**config.mk**
```make
export PLATFORM = sky130hd
export DESIGN_NAME = risc_core
export DESIGN_NICKNAME = d
export VERILOG_FILES = /design/src/rtl/risc_core_pkg.sv /design/src/rtl/risc_core_alu.sv /design/src/rtl/risc_core.sv
export SDC_FILE = /design/constraint.sdc
export NUM_CORES = 1
export LEC_CHECK = 0
export ABC_AREA = 1
export ABC_CLOCK_PERIOD_IN_PS = 6550
export CAP_MARGIN = 10
export CORE_AREA = 2 2 107 109
export DETAILED_ROUTE_END_ITERATION = 8
export DIE_AREA = 0 0 109 111
export GPL_TIMING_DRIVEN = 0
export SLEW_MARGIN = 10
export SYNTH_ARGS = -nofsm -noshare
export SYNTH_HDL_FRONTEND = slang
export SYNTH_SLANG_ARGS = --single-unit
```
**constraint.sdc**
```tcl
create_clock -name clk -period 6.55 [get_ports clk]
set_clock_uncertainty 0.15 [all_clocks]
set_input_delay 0.9825 -clock clk [delete_from_list [all_inputs] [get_ports clk]]
set_output_delay 0.9825 -clock clk [all_outputs]
set_load 0.005 [all_outputs]
```
**src/rtl/risc_core_pkg.sv**
```systemverilog
// risc_core_pkg: opcodes, FSM states and instruction field extractors shared by risc_core
// No ports. Insn word layout: op = [DW-1:DW-4], src = [2*RW-1:RW], dst = [RW-1:0].
package risc_core_pkg;
  localparam logic [3:0] OP_NOP = 4'd0, OP_ADD = 4'd1, OP_SUB = 4'd2, OP_AND = 4'd3, OP_NOT = 4'd4;
  localparam logic [3:0] OP_RD = 4'd5, OP_WR = 4'd6, OP_BR = 4'd7, OP_BRZ = 4'd8, OP_BRC = 4'd9;
  typedef enum logic [2:0] {S_FETCH, S_DECODE, S_EXEC, S_OPND, S_MEMRD, S_MEMWR, S_HALT} state_e;
  function automatic logic [3:0] insn_op(input logic [63:0] w, input int dw);
    return w[dw-1 -: 4];
  endfunction
  function automatic logic [31:0] insn_reg(input logic [63:0] w, input int lsb, input int rw);
    return 32'((w >> lsb) & ((64'd1 << rw) - 64'd1));
  endfunction
endpackage

```
**src/rtl/risc_core_alu.sv**
```systemverilog
// risc_core_alu: combinational ALU for risc_core (ADD, SUB, AND, NOT)
// Ports: op_i opcode, a_i = R[src], b_i = R[dst], y_o result, z_o result==0,
//        c_o carry/borrow (present only with RISC_CORE_CARRY_EN defined).
module risc_core_alu
  import risc_core_pkg::*;
#(
  parameter int DW = 8
) (
  input  logic [3:0]    op_i,
  input  logic [DW-1:0] a_i,
  input  logic [DW-1:0] b_i,
  output logic [DW-1:0] y_o,
  output logic          z_o
`ifdef RISC_CORE_CARRY_EN
  ,
  output logic          c_o
`endif
);
`ifdef RISC_CORE_CARRY_EN
  localparam int XW = DW + 1;
`else
  localparam int XW = DW;
`endif
  logic [XW-1:0] sum, diff;
  assign sum  = XW'(b_i) + XW'(a_i);
  assign diff = XW'(b_i) - XW'(a_i);
  always_comb begin
    y_o = op_i == OP_ADD ? sum[DW-1:0] :
          op_i == OP_SUB ? diff[DW-1:0] :
          op_i == OP_AND ? a_i & b_i :
          op_i == OP_NOT ? ~a_i : '0;
    z_o = y_o == '0;
  end
`ifdef RISC_CORE_CARRY_EN
  // the extra top bit of the widened sum/difference is carry-out / borrow
  assign c_o = op_i == OP_ADD ? sum[DW] : op_i == OP_SUB ? diff[DW] : 1'b0;
`endif
endmodule

```
**src/rtl/risc_core.sv**
```systemverilog
// risc_core: parametrised multicycle RISC core with req/ack memory port, halts on illegal opcodes
// Ports: clk, reset (sync, active-high); mem_req/mem_we/mem_addr/mem_wdata out, mem_rdata/mem_ack in;
//        halted (core in HALT), pc_o (current PC, debug).
// Config: RISC_CORE_CARRY_EN adds the C flag and BRC; otherwise opcode 9 is illegal.
module risc_core
  import risc_core_pkg::*;
#(
  parameter int DW       = 8,
  parameter int AW       = 8,
  parameter int NREGS    = 4,
  parameter int RESET_PC = 0
) (
  input  logic          clk,
  input  logic          reset,
  output logic          mem_req,
  output logic          mem_we,
  output logic [AW-1:0] mem_addr,
  output logic [DW-1:0] mem_wdata,
  input  logic [DW-1:0] mem_rdata,
  input  logic          mem_ack,
  output logic          halted,
  output logic [AW-1:0] pc_o
);
  localparam int RW = $clog2(NREGS);
  state_e state_q, state_d;
  logic [AW-1:0] pc_q, ar_q;
  logic [DW-1:0] ir_q;
  logic [DW-1:0] regs_q [NREGS];
  logic z_q;
  logic [3:0] op;
  logic [RW-1:0] src, dst;
  logic [DW-1:0] alu_y;
  logic alu_z, legal, c_set, is_alu, is_br, br_skip;
  assign op     = insn_op(64'(ir_q), DW);
  assign src    = RW'(insn_reg(64'(ir_q), RW, RW));
  assign dst    = RW'(insn_reg(64'(ir_q), 0, RW));
  assign is_alu = op inside {OP_ADD, OP_SUB, OP_AND, OP_NOT};
  assign is_br  = op inside {OP_BR, OP_BRZ, OP_BRC};
`ifdef RISC_CORE_CARRY_EN
  logic c_q, alu_c;
  assign legal = op <= OP_BRC;
  assign c_set = c_q;
`else
  assign legal = op <= OP_BRZ;
  assign c_set = 1'b0;
`endif
  // a conditional branch whose flag is clear skips its operand word
  assign br_skip = (op == OP_BRZ && !z_q) || (op == OP_BRC && !c_set);
  risc_core_alu #(.DW(DW)) u_alu (
    .op_i(op),
    .a_i (regs_q[src]),
    .b_i (regs_q[dst]),
    .y_o (alu_y),
    .z_o (alu_z)
`ifdef RISC_CORE_CARRY_EN
    ,
    .c_o (alu_c)
`endif
  );
  always_ff @(posedge clk) state_q <= reset ? S_FETCH : state_d;
  always_comb begin
    state_d = state_q;
    case (state_q)
      S_FETCH:          state_d = mem_ack ? S_DECODE : S_FETCH;
      S_DECODE:         state_d = !legal ? S_HALT : is_alu ? S_EXEC :
                                  (is_br && !br_skip) || op inside {OP_RD, OP_WR} ? S_OPND : S_FETCH;
      S_EXEC:           state_d = S_FETCH;
      S_OPND:           state_d = !mem_ack ? S_OPND : op == OP_RD ? S_MEMRD : op == OP_WR ? S_MEMWR : S_FETCH;
      S_MEMRD, S_MEMWR: state_d = mem_ack ? S_FETCH : state_q;
      default:          state_d = S_HALT;
    endcase
  end
  // reset gates the request at once so an access in flight never completes
  always_comb begin
    mem_req   = !reset && state_q inside {S_FETCH, S_OPND, S_MEMRD, S_MEMWR};
    mem_we    = !reset && state_q == S_MEMWR;
    mem_addr  = state_q inside {S_MEMRD, S_MEMWR} ? ar_q : pc_q;
    mem_wdata = regs_q[src];
    halted    = state_q == S_HALT;
  end
  assign pc_o = pc_q;
  always_ff @(posedge clk) begin
    if (reset) begin
      pc_q   <= AW'(RESET_PC);
      ar_q   <= '0;
      ir_q   <= '0;
      z_q    <= 1'b0;
      regs_q <= '{default: '0};
    end else begin
      case (state_q)
        S_FETCH:  if (mem_ack) begin
          ir_q <= mem_rdata;
          pc_q <= pc_q + AW'(1);
        end
        S_DECODE: if (legal && br_skip) pc_q <= pc_q + AW'(1);
        S_EXEC: begin
          regs_q[dst] <= alu_y;
          z_q         <= alu_z;
        end
        S_OPND:   if (mem_ack) begin
          ar_q <= mem_rdata[AW-1:0];
          pc_q <= is_br ? mem_rdata[AW-1:0] : pc_q + AW'(1);
        end
        S_MEMRD:  if (mem_ack) regs_q[dst] <= mem_rdata;
        default: ;
      endcase
    end
  end
`ifdef RISC_CORE_CARRY_EN
  always_ff @(posedge clk) c_q <= reset ? 1'b0 : state_q == S_EXEC ? alu_c : c_q;
`endif
endmodule

```
* Word-level counts from Yosys, hierarchy flattened *
Index checks and enable logic that the tools add are counted.

storage, ports and cells
  memory bits (read-only) = 0
  memories = 0
  latch bits = 0
  flip-flop bits (word level) = 60
  word-level logic and storage cells = 96
  input bits = 11
  memory bits (writable) = 0

operators by class
  multipliers = 0
  reductions and logical operators = 25
  magnitude comparators = 4
  div/mod/pow operators = 0
  equality and inequality tests = 20
  bitwise logic cells = 4
  shift operators = 0
  add/sub/neg operators = 3
  muxes and demuxes = 31

operator list
  kind                 number
  $mux 8               14
  $bwmux 32            2
  $pmux 32 s2          1
  $bmux 8 s2           2
  $mux 32              1
  $pmux 8 s3           1
  $demux 8 s2          1
  $eq 4x3->1 const B   4
  $mux 3               5
  $pmux 3 s5           1
  $ne 2x2->1 const B   5
  $eq 3x3->1 const B   3
  $add 8x1->8 const B  1
  $add 8x8->8          1
  $and 8x8->8          1
  $eq 4x2->1 const B   2
  $eq 4x4->1 const B   2
  $logic_not 8->1      1
  $not 8->8            1
  $reduce_bool 4->1    2
  $sub 8x8->8          1
  $eq 3x2->1 const B   2
  $ge 3x3->1 const B   2
  $logic_and 1x1->1    6
  other kinds (15)     25

* Longest topological paths before layout *
  depth after elaboration = 11
  gate-level depth with buffers = 21
  mapped depth without buffers = 21

* Hierarchy *
From an unflattened synthesis, not the netlist that was laid out.

unflattened totals
  cells, all modules = 734
  area total of the unflattened synthesis = 4470.5 µm²

by module, submodules not included
  module         seq. area each (µm²)  area each (µm²)  instances  cells an instance
  risc_core      1201.2                3306.9           1          511
  risc_core_alu  0.0                   1163.6           1          223

* Worst setup path before layout *
No wires, ideal clock.

  kind = input to output
  start = input reset
  end = output mem_req
  data required time = 5.418 ns
  path slack = 3.797 ns
  data arrival time = 1.620 ns
  cell stages on the path = 3
  cells stage by stage = clkbuf_1 clkbuf_1 nor2_1

on the way
  word-level cells in the longest chain between the ends = 2

ends and longest elaborated chain
  element            line             source
  from (decl)        risc_core.sv:14  input logic reset,
  $logic_not 1->1    risc_core.sv:75  mem_req = !reset && state_q inside {S_FETCH, S_OPND, S_MEMRD, S_MEMWR};
  $logic_and 1x1->1  risc_core.sv:75
  to (decl)          risc_core.sv:15  output logic mem_req,

No other way between the ends.

* Worst setup path after layout *
  start = input reset
  end = output mem_we

on the way
  word-level cells in the longest chain between the ends = 2

ends and longest elaborated chain
  element            line             source
  $logic_not 1->1    risc_core.sv:76  mem_we = !reset && state_q == S_MEMWR;
  $logic_and 1x1->1  risc_core.sv:76
  to (decl)          risc_core.sv:16  output logic mem_we,

No other way between the ends.

==> impl_metrics.csv <==
group,metric,value,unit
timing,min_period,4090,ps
timing,setup_viol,0,
logic_synthesis,async_flop_share,0,%
logic_synthesis,yosysSeqAreaShare,28.2,%
logic_synthesis,synth_xor_area_share,0.206,%
clocking,clock_path_buffers,2,
logic_synthesis,syn_nets,710,
setup_path,arrival,2960,ps
clocking,cts_setup_buffers,0,
place,io_buffers,36,
floorplan,row_count,39,
worst_hold_path,holdCritPathClass,"flop to flop",
grt,antenna_found_initial,0,
timing,fmax,244,MHz
clocking,ctsHtreeMaxLevel,3,
place,dp_slack,2460,ps
clocking,holdBufCountCts,0,
logic_synthesis,syn_inst,681,
logic_synthesis,synth_top_cell_by_area,"dfxtp_1",
grt,overflow,0,
finish,fin_cells,876,
detailed_routing,firstDrtPassIters,5,
place,finalWeightedCongestion,0.933,
timing,fin_tns_setup,0,ps
logic_synthesis,ys_warn_count,0,
timing,tightest_slew,753,ps
logic_synthesis,synth_top_family_by_area,"simple AND/OR/NAND/NOR gates",
grt,grt_pass1_vias,4288,
setup_path,crit_fanout,10,
detailed_routing,routed_wl,13500,µm
logic_synthesis,ys_seq_elements,60,
floorplan,io_pins,38,
run,cap_viol_max_count,0,
detailed_routing,vias_per_cell,5.29,
logic_synthesis,synth.mux.area_fraction,0.235,%
logic_synthesis,synthTopCellsByCount,"nand2_1, inv_1, nand3_1, a21oi_1, dfxtp_1",
finish,drive_gt1_share,8.46,%
logic_synthesis,yosys.area.top_type_share,28.2,%
clocking,cts.reportedPaths.clkPinSlew,50,ps
logic_synthesis,ys.flop_type,"dfxtp_1",
logic_synthesis,synth_compound_area_share,20.1,%
logic_synthesis,synth-adder-area-share,5.65,%
pwr,p_per_area,243,nW/µm²
detailed_routing,vias,4635,
place,post-dp-hpwl,10400,µm
finish,fin_nets,757,
clocking,cts.sinks,60,
timing,rsz0062_at_grt,"no",
detailed_routing,postRouteAntennaNets,0,
logic_synthesis,synthTopCellsByArea,"dfxtp_1, nand2_1, nand3_1",
logic_synthesis,synth_edf_count,0,
timing,maxSlewHeadroom,49.6,%
clocking,numCtsBuffers,9,
timing,slew_violations,0,
setup_path,path_class,"input port to output port",
setup_path,endpoint_kind,"output port",
logic_synthesis,syn_area_per_cell,6.25,µm²
finish,diodes,0,
floorplan,fp.dieArea,12100,µm²
floorplan,start_util,38.4,%
logic_synthesis,yosys.area_share.simple,34.5,%
timing,hold_violations,0,
pwr,ir_worst_vdd,0.119,mV
logic_synthesis,yosysMostFrequentCell,"nand2_1",
clocking,cts_resized,0,
floorplan,die-height,111,µm
timing,holdWs,320,ps
pwr,p_leak,0.00243,µW
setup_path,start_kind,"input port",
outcome,status,"finished clean",
timing,finalCritPeriodShare,62.5,%
setup_path,cp.required,5420,ps
floorplan,die_w,109,µm
grt,grt_pass1_wl,21800,µm
grt,grt_util_all_layers,23.3,%
clocking,clk_latency,330,ps
finish,areaGrowthSynthToFinish,20.3,%
detailed_routing,wl_per_cell,15.4,µm
place,dp.cells,860,
detailed_routing,drtIter0Drc,360,
grt,grt_max_degree,11,
logic_synthesis,synth_cell_types,39,
detailed_routing,drc,0,
timing,postLayoutSetupSlackWorst,2460,ps
logic_synthesis,netlist_area,4260,µm²
clocking,cts_root_buffer,"clkbuf_16",
clocking,cts_tree,"done",
floorplan,design.core.area,11100,µm²
[cells by family (layout without fill, tap and decap cells)]
| group | Yosys count | after routing |
|---|---|---|
| adders and majority gates | 18 | 18 |
| muxes | 1 | 1 |
| and+or+nand+nor | 332 | 332 |
| DFF | 60 | 60 |
| xor gates and xnor gates | 1 | 1 |
| AOI/OAI and AO/OA | 151 | 151 |
| buffers and inverters | 118 | 170 |
[worst max-delay path, stage by stage]
cell             delay [ps]
clkdlybuf4s50_1         490
clkbuf_1                390
clkbuf_1                520
nor2_1                  110
clkdlybuf4s50_1         470
[power by group]
group          switching, µW  internal, µW  leakage (µW)  total [µW]
clock                    171           335      0.000158         506
combinational            221           118       0.00178         339
sequential              17.3           382      0.000487         399
total                    410           835       0.00243        1250
[per-layer routing]
layer,vias up,track usage (%),share of wire (%)
li1,2334,-,-
met3,18,5.11,6.1
met5,-,0,0
met4,0,6.92,1.7
met1,2133,32.3,47
met2,150,36.0,45
[cell usage in the layout (no fill, tap or decap), drive strengths merged]
cell,synthesis,final
o31ai,2,2
o22ai,1,1
nand2,185,185
clkinv,1,2
nand4,3,3
a22oi,9,9
o21ai,55,55
a21oi,62,62
nand3,72,72
a211oi,2,2
bufinv,0,1
a221oi,1,1
o221ai,3,3
buf,6,6
inv,102,102
clkdlybuf4s50,0,36
clkinvlp,0,1
a41oi,1,1
ha,16,16
o21a,1,1
dfxtp,60,60
or2,4,4
xor2,1,1
fa,2,2
o211ai,11,11
nand3b,2,2
nor3,3,3
clkbuf,9,22
a31oi,3,3
nor2,63,63
mux2i,1,1
[state kept, by name, summed over array words and instances (netlist names)]
signal / flops
regs_q: 32
ar_q: 8
ir_q: 8
pc_o: 8
state_q: 3
z_q: 1
[layout make-up]
type                            instances  area (µm²)
Sequential cell                        60        1200
Multi-Input combinational cell        503        2580
Clock inverter                          3        42.5
Fill cell                            1162        5960
Inverter                              103         402
Clock buffer                           13         280
Timing Repair Buffer                   36         360
Tap cell                              143         179
Buffer                                 15        71.3
[per-stage QoR]
step	instance area, µm²	power (µW)	util, %
2_1_floorplan	4260	625	-
3_3_place_gp	4790	739	43.3
3_5_place_dp	4790	743	43.3
4_1_cts	5120	1250	46.2
5_1_grt	5120	1310	46.2
6_report	5120	1250	46.2
[path summary, 6_finish.rpt]
check,slack [ps],depth (start not counted),endpoint,startpoint
worst max-delay path,2460,5,mem_we,reset
worst min-delay path,320,2,ar_q[2],ar_q[2]
worst max register to register,3160,18,regs_q[22],ir_q[0]
worst min register to register,320,2,ar_q[2],ar_q[2]
No activity file was read; power rests on OpenSTA's default activity.
